<file path="src/rtl/solve_ntru_mul_pipe_param_pkg.sv">
// rtl/solve_ntru_mul_pipe_param_pkg.sv - shared constants and width helper for the NTRU multiplier
package solve_ntru_mul_pipe_param_pkg;

  localparam int SAT_MODE_WRAP = 0;
  localparam int SAT_MODE_SAT  = 1;

  // One extra bit covers the zero-extension of an unsigned din1.
  function automatic int prod_w(input int a, input int b);
    return a + b + 1;
  endfunction

endpackage

</file>
<file path="src/rtl/solve_ntru_mul_pipe_param_if.sv">
// rtl/solve_ntru_mul_pipe_param_if.sv - operand/result valid-ready bundle for the NTRU multiplier
interface solve_ntru_mul_pipe_param_if #(
  parameter int DIN0_WIDTH = 12,
  parameter int DIN1_WIDTH = 9,
  parameter int DOUT_WIDTH = 12
);

  logic                  in_valid;
  logic                  in_ready;
  logic [DIN0_WIDTH-1:0] din0;
  logic [DIN1_WIDTH-1:0] din1;
  logic                  out_valid;
  logic                  out_ready;
  logic [DOUT_WIDTH-1:0] dout;

  modport master (
    output in_valid, din0, din1, out_ready,
    input  in_ready, out_valid, dout
  );

  modport slave (
    input  in_valid, din0, din1, out_ready,
    output in_ready, out_valid, dout
  );

endinterface

</file>
<file path="src/rtl/solve_ntru_mul_pipe_param_narrow.sv">
// rtl/solve_ntru_mul_pipe_param_narrow.sv - combinational product narrowing, wrap or signed saturate
module solve_ntru_mul_pipe_param_narrow
  import solve_ntru_mul_pipe_param_pkg::*;
#(
  parameter int PROD_W     = 22,
  parameter int DOUT_WIDTH = 12,
  parameter int SAT_MODE   = SAT_MODE_WRAP
) (
  input  logic signed [PROD_W-1:0]     prod_i,
  output logic        [DOUT_WIDTH-1:0] dout_o
);

  // Full-width output can never overflow, so the range check folds away.
  localparam bit DO_SAT = (SAT_MODE == SAT_MODE_SAT) && (DOUT_WIDTH < PROD_W);
  localparam logic [DOUT_WIDTH-1:0] SAT_MAX = {DOUT_WIDTH{1'b1}} >> 1;
  localparam logic [DOUT_WIDTH-1:0] SAT_MIN = ~SAT_MAX;

  logic [PROD_W-DOUT_WIDTH:0] upper;
  logic                       ovf;

  assign upper = prod_i[PROD_W-1:DOUT_WIDTH-1];
  assign ovf   = DO_SAT && !((&upper) || !(|upper));

  always_comb begin
    dout_o = prod_i[DOUT_WIDTH-1:0];
    if (ovf) begin
      dout_o = prod_i[PROD_W-1] ? SAT_MIN : SAT_MAX;
    end
  end

endmodule

</file>
<file path="src/rtl/solve_ntru_mul_pipe_param.sv">
// rtl/solve_ntru_mul_pipe_param.sv - pipelined din0*din1 with global stall, ce and narrowed output
module solve_ntru_mul_pipe_param
  import solve_ntru_mul_pipe_param_pkg::*;
#(
  parameter int DIN0_WIDTH  = 12,
  parameter int DIN1_WIDTH  = 9,
  parameter int DIN1_SIGNED = 0,
  parameter int DOUT_WIDTH  = 12,
  parameter int NUM_STAGE   = 4,
  parameter int SAT_MODE    = SAT_MODE_WRAP
) (
  input logic                         clk_i,
  input logic                         reset_i,
  input logic                         ce_i,
  solve_ntru_mul_pipe_param_if.slave  bus
);

  localparam int PROD_W = prod_w(DIN0_WIDTH, DIN1_WIDTH);

  logic                         advance;
  logic [NUM_STAGE-1:0]         v_q;
  logic signed [DIN0_WIDTH-1:0] din0_q;
  logic [DIN1_WIDTH-1:0]        din1_q;
  logic signed [DIN1_WIDTH:0]   din1_ext;
  logic signed [PROD_W-1:0]     prod_d;
  logic signed [PROD_W-1:0]     narrow_in;
  logic [DOUT_WIDTH-1:0]        dout_d;
  logic [DOUT_WIDTH-1:0]        dout_q;

  // Whole pipe moves as one; a held result at the tail freezes every stage.
  assign advance       = ce_i & (~v_q[NUM_STAGE-1] | bus.out_ready);
  assign bus.in_ready  = advance;
  assign bus.out_valid = v_q[NUM_STAGE-1];
  assign bus.dout      = dout_q;

  assign din1_ext = (DIN1_SIGNED != 0) ? {din1_q[DIN1_WIDTH-1], din1_q} : {1'b0, din1_q};
  assign prod_d   = PROD_W'(din0_q) * PROD_W'(din1_ext);

  generate
    if (NUM_STAGE == 2) begin : g_direct
      assign narrow_in = prod_d;
    end else begin : g_retime
      logic signed [PROD_W-1:0] prod_q [NUM_STAGE-2];

      always_ff @(posedge clk_i or posedge reset_i) begin
        if (reset_i) begin
          for (int s = 0; s < NUM_STAGE-2; s++) prod_q[s] <= '0;
        end else if (advance) begin
          prod_q[0] <= prod_d;
          for (int s = 1; s < NUM_STAGE-2; s++) prod_q[s] <= prod_q[s-1];
        end
      end

      assign narrow_in = prod_q[NUM_STAGE-3];
    end
  endgenerate

  solve_ntru_mul_pipe_param_narrow #(
    .PROD_W     (PROD_W),
    .DOUT_WIDTH (DOUT_WIDTH),
    .SAT_MODE   (SAT_MODE)
  ) u_narrow (
    .prod_i (narrow_in),
    .dout_o (dout_d)
  );

  always_ff @(posedge clk_i or posedge reset_i) begin
    if (reset_i) begin
      v_q    <= '0;
      din0_q <= '0;
      din1_q <= '0;
      dout_q <= '0;
    end else if (advance) begin
      v_q    <= {v_q[NUM_STAGE-2:0], bus.in_valid};
      din0_q <= bus.din0;
      din1_q <= bus.din1;
      dout_q <= dout_d;
    end
  end

endmodule
</file>
<file path="src/flat_wrapper.sv">
// flat-port wrapper written by rule: the top's interface ports become plain ports
module solve_ntru_mul_pipe_param_flat import solve_ntru_mul_pipe_param_pkg::*;
#(
  parameter int DIN0_WIDTH  = 12,
  parameter int DIN1_WIDTH  = 9,
  parameter int DIN1_SIGNED = 0,
  parameter int DOUT_WIDTH  = 12,
  parameter int NUM_STAGE   = 4,
  parameter int SAT_MODE    = SAT_MODE_WRAP
)
  (clk_i, reset_i, ce_i, bus_in_valid, bus_din0, bus_din1, bus_out_ready, bus_in_ready, bus_out_valid, bus_dout);
  solve_ntru_mul_pipe_param_if #(.DIN0_WIDTH(DIN0_WIDTH), .DIN1_WIDTH(DIN1_WIDTH), .DOUT_WIDTH(DOUT_WIDTH)) bus_i ();
  input logic clk_i;
  input logic reset_i;
  input logic ce_i;
  input wire logic [$bits(bus_i.in_valid)-1:0] bus_in_valid;
  input wire logic [$bits(bus_i.din0)-1:0] bus_din0;
  input wire logic [$bits(bus_i.din1)-1:0] bus_din1;
  input wire logic [$bits(bus_i.out_ready)-1:0] bus_out_ready;
  output wire logic [$bits(bus_i.in_ready)-1:0] bus_in_ready;
  output wire logic [$bits(bus_i.out_valid)-1:0] bus_out_valid;
  output wire logic [$bits(bus_i.dout)-1:0] bus_dout;
  assign bus_i.in_valid = bus_in_valid;
  assign bus_i.din0 = bus_din0;
  assign bus_i.din1 = bus_din1;
  assign bus_i.out_ready = bus_out_ready;
  assign bus_in_ready = bus_i.in_ready;
  assign bus_out_valid = bus_i.out_valid;
  assign bus_dout = bus_i.dout;
  solve_ntru_mul_pipe_param #(.DIN0_WIDTH(DIN0_WIDTH), .DIN1_WIDTH(DIN1_WIDTH), .DIN1_SIGNED(DIN1_SIGNED), .DOUT_WIDTH(DOUT_WIDTH), .NUM_STAGE(NUM_STAGE), .SAT_MODE(SAT_MODE)) u_core (.clk_i(clk_i), .reset_i(reset_i), .ce_i(ce_i), .bus(bus_i));
endmodule
</file>
<file path="config.mk">
export PLATFORM = sky130hd
export DESIGN_NAME = solve_ntru_mul_pipe_param_flat
export DESIGN_NICKNAME = d
export VERILOG_FILES = /design/src/rtl/solve_ntru_mul_pipe_param_pkg.sv /design/src/rtl/solve_ntru_mul_pipe_param_if.sv /design/src/rtl/solve_ntru_mul_pipe_param_narrow.sv /design/src/rtl/solve_ntru_mul_pipe_param.sv /design/src/flat_wrapper.sv
export SDC_FILE = /design/constraint.sdc
export NUM_CORES = 1
export LEC_CHECK = 0
export ABC_AREA = 0
export CAP_MARGIN = 5
export CORE_MARGIN = 3
export CORE_UTILIZATION = 40
export DETAILED_ROUTE_END_ITERATION = 10
export SYNTH_ARGS = -nofsm -noshare
export SYNTH_HDL_FRONTEND = slang
export SYNTH_SLANG_ARGS = --single-unit
</file>
<file path="constraint.sdc">
create_clock -name clk_i -period 10 [get_ports clk_i]
set_clock_uncertainty 0.05 [all_clocks]
set_input_delay 1 -clock clk_i [delete_from_list [all_inputs] [get_ports clk_i]]
set_output_delay 1 -clock clk_i [all_outputs]
set_load 0.1 [all_outputs]
</file>
==> reports/summary.md <==
- 9 — number of buffers inserted during clock tree synthesis
- 37 — std cell rows
- fa_1 — slowest cell on the critical path
- 2.60 nW — static leakage power
- 16 — reg2reg path depth
- 0 — DRC viols
- 0 — number of inserted diodes
- u_core.g_retime.prod_q[33] — capturing element of the worst setup path
- u_core.din0_q[3] — RR Startpoint
- 8.94 µm² — Post-Synthesis Mean Instance Area
- 5.60% — share of post-route cells with drive strength above 1
- 654 — post-route non-filler standard cell count
- 152 — violation count after the first detailed-routing iteration
- 4960 ps — worst setup slack for register-to-register paths
- 0 ps — final sum of negative setup slack
- 10400 µm² — placeable core region
- 0 — final-report hold violation count
- 198 MHz — achievable frequency
- 550 ps — Critical Path Max Stage Delay
- 1.80 mW — Pwr Total
- reg2reg — Hold/Removal Path Class
- 359 nW/µm² — Power per Cell Area
- 3119 — via count of the first global-routing pass
- 2490 µm² — multi-input logic area
- 480 — Synth Instances
- 35.6% — fraction of post-synthesis cell area in the top cell type by area
- 0 — antenna violations before repair
- 1050 — Filler cells
- reg2reg — worst setup path class
- 40 — number of primary I/O pins
- 41.4% — Starting Density
- 12000 µm² — area enclosed by the die boundary
- 0 — # hold bufs at CTS
- u_core.din0_q[3] — launching instance or port of the critical path
- 5040 ps — post-route minimum period
- 4 — iteration count of the initial detailed-routing pass
- 1010 ps — Worst Max-Slew Pin Slew
- 70 ps — register clock-pin slew on the reported worst setup and hold paths
- 604 — total number of nets in the final design
- 50.4% — crit share post-route
- 16.5% — Global Route Usage Sum
- 69 — pin count of the biggest net entering global routing
- 6480 µm — total half-perimeter wirelength after legalization and detailed placement
- 23.6% — simple-gate share of the synthesized area
- fa_1 — most prevalent standard cell on the critical path
- nand2_1, dfrtp_1, inv_1, fa_1, and2_1 — most common library cells after synthesis
- 10150 ps — worst path required time
- 0 — remaining number of nets flagged by the antenna check after routing
- 0 — count of maximum capacitance violations
- 4.05% — fraction of the mapped netlist area in compound gates
- 4290 µm² — combined area of all synthesized cells
- and2_1 -> fa_1 -> inv_1 -> fa_1 -> inv_1 -> fa_1 -> fa_1 -> inv_1 -> fa_1 -> inv_1 -> ha_1 -> a21o_1 -> a221o_2 -> a31oi_1 -> xnor2_1 -> o21ai_1 — chain of cells forming the critical path
- 3 — H-tree levels
- dfrtp_1 — commonest register cell after synthesis
- 0.822 — gp weighted congestion
- 25.0% — fraction of the mapped netlist area in adder cells
- finished clean — outcome
- 36 — synth unique cells
- 5190 ps — Arrival @ worst endpoint
- 5010 µm² — final design instance area without fill
- 61 — Seq cells post-synth
- 61 — count of clock tree sinks
- 15400 µm — wire length of the first global-routing pass
- dfrtp_1 — top cell type by total area after synthesis
- 110 µm — chip width
- 32.8% — relative slew slack
- register — element type at the critical path start
- 16.8% — area added between synthesis and finish
- 350 ps — clock latency on the worst-skew pair
- 0 — setup violators final
- 0 — CTS resizes
- 4.66 — vias per inst
- false — RSZ-0062 raised after global routing
- 10 — maximum fanout count along the critical path
- dfrtp_1, nand2_1, fa_1 — cells taking the most area after synthesis
- clkbuf_8 — Root Driver
- built — TritonCTS clock tree
- 8740 µm — wire length reported by the detailed router
- 0.000175 V — maximum resistive drop on vdd
- register — CP Capture Type
- 0 — total gr overflow
- 413 ps — worst hold slack
- 0 — number of slew-limit violations in the final report
- adder cells — main combinational cell family by area after synthesis
- 5.08% — xor-xnor portion of the synthesized cell area
- 110 µm — Die Ht
- nand2_1 — cell with the most instances after synthesis
- 0 — Yosys Warn Count
- 1530 µm² — area used by sequential logic in the layout
- 570 — synthesized netlist net count
- 4780 µm² — placed inst area
- 13.4 µm — average routed wire per standard cell
- 2 — deepest clock path buffer count
- 0 — number of buffers inserted by post-CTS setup repair
- 639 — Inst Count DP
- 100% — async set-reset flop share out of synthesis
- 0 — count of flip-flops with a built-in enable after synthesis
- u_core.g_retime.prod_q[33] — capturing point of the worst reg2reg path
- 3045 — via count of the routed design
- 0.263% — share of cell area taken by muxes after synthesis
- 39 — Port Buffer Count
- 35.6% — Seq/Total Area, Yosys
[report_power, final]
group	switching [mW]	internal, mW	leakage [nW]
sequential	0.0813	0.334	0.763
clock	0.0985	0.159	0.115
combinational	0.664	0.460	1.72
[layout make-up]
type / instances / share of cell area, %
Clock buffer: 12 / 3.30
Clock inverter: 3 / 1.35
Inverter: 50 / 3.75
Multi-Input combinational cell: 351 / 49.6
Sequential cell: 61 / 30.5
Tap cell: 136 / 3.40
Timing Repair Buffer: 41 / 8.09
[critical path: cells and delay by family (launching register included)]
family / cells / cell delay (ps)
fa+ha+maj: 6 / 2950
flops: 1 / 500
xor+xnor: 1 / 140
simple gates: 1 / 220
buf+inv: 4 / 200
compound gates: 4 / 830
[how the worst min path moves through the flow]
| stage | cells after the start | to | from |
|---|---|---|---|
| floorplan | 2 | u_core.narrow_in[10] | u_core.g_retime.prod_q[32] |
| global placement | 2 | u_core.v_q[2] | u_core.v_q[1] |
| detailed placement | 2 | u_core.narrow_in[7] | u_core.g_retime.prod_q[29] |
| CTS | 2 | u_core.narrow_in[7] | u_core.g_retime.prod_q[29] |
| global route | 2 | u_core.narrow_in[6] | u_core.g_retime.prod_q[28] |
| finish | 2 | u_core.bus.dout[0] | u_core.narrow_in[0] |
[flip-flops by register name (all words and copies together) (netlist names)]
register / cells
u_core.g_retime.prod_q: 12
u_core.v_q: 4
u_core.bus.dout: 12
u_core.din0_q: 12
u_core.narrow_in: 12
u_core.din1_q: 9
[cells in the final DEF (no fill, tap or decap)]
cell type | netlist | layout
nand2_1 | 199 | 199
dfrtp_1 | 61 | 61
inv_1 | 48 | 47
clkdlybuf4s50_1 | 0 | 39
fa_1 | 36 | 36
and2_1 | 33 | 33
ha_1 | 28 | 28
xnor2_1 | 14 | 14
clkbuf_8 | 0 | 12
o21ai_1 | 7 | 7
a21oi_1 | 4 | 4
inv_2 | 2 | 3
a21o_1 | 3 | 3
nor2_1 | 2 | 2
xor2_1 | 2 | 2
o31ai_1 | 2 | 2
o21a_1 | 2 | 2
nand2_2 | 2 | 2
xnor2_2 | 2 | 2
xnor3_1 | 2 | 2
bufinv_16 | 0 | 2
buf_4 | 1 | 2
o21ai_4 | 1 | 1
nor2b_1 | 1 | 1
nand4b_1 | 1 | 1
a21boi_1 | 1 | 1
o21bai_1 | 1 | 1
nor3_1 | 1 | 1
a31o_1 | 1 | 1
a41oi_1 | 1 | 1
mux2_2 | 1 | 1
and3_2 | 1 | 1
a221o_2 | 1 | 1
a31oi_1 | 1 | 1
nand2_4 | 1 | 1
clkinvlp_4 | 0 | 1
[cell families (layout without fill, tap and decap cells)]
logic type | after synthesis | in the layout
AND/OR/NAND/NOR | 241 | 241
XOR/XNOR | 20 | 20
AO/OA/AOI/OAI | 25 | 25
buffers and inverters | 68 | 106
adder cells (fa/ha/maj) | 64 | 64
flip-flops | 61 | 61
multiplexers | 1 | 1
[through the flow]
stage	util, %	setup WS (ps)
2_1_floorplan	-	5140
3_3_place_gp	46.1	5020
3_5_place_dp	46.1	4950
4_1_cts	48.3	4940
5_1_grt	48.3	4630
6_report	48.3	4960
[metal layers]
metal	routed length (µm)	global-route usage, %	up-vias
li1	-	-	1520
met1	4180	23.2	1470
met2	4200	26.2	48
met3	299	3.46	7
met4	54	4.27	0
met5	0	0	-
Power figures use the tool's default switching activity.
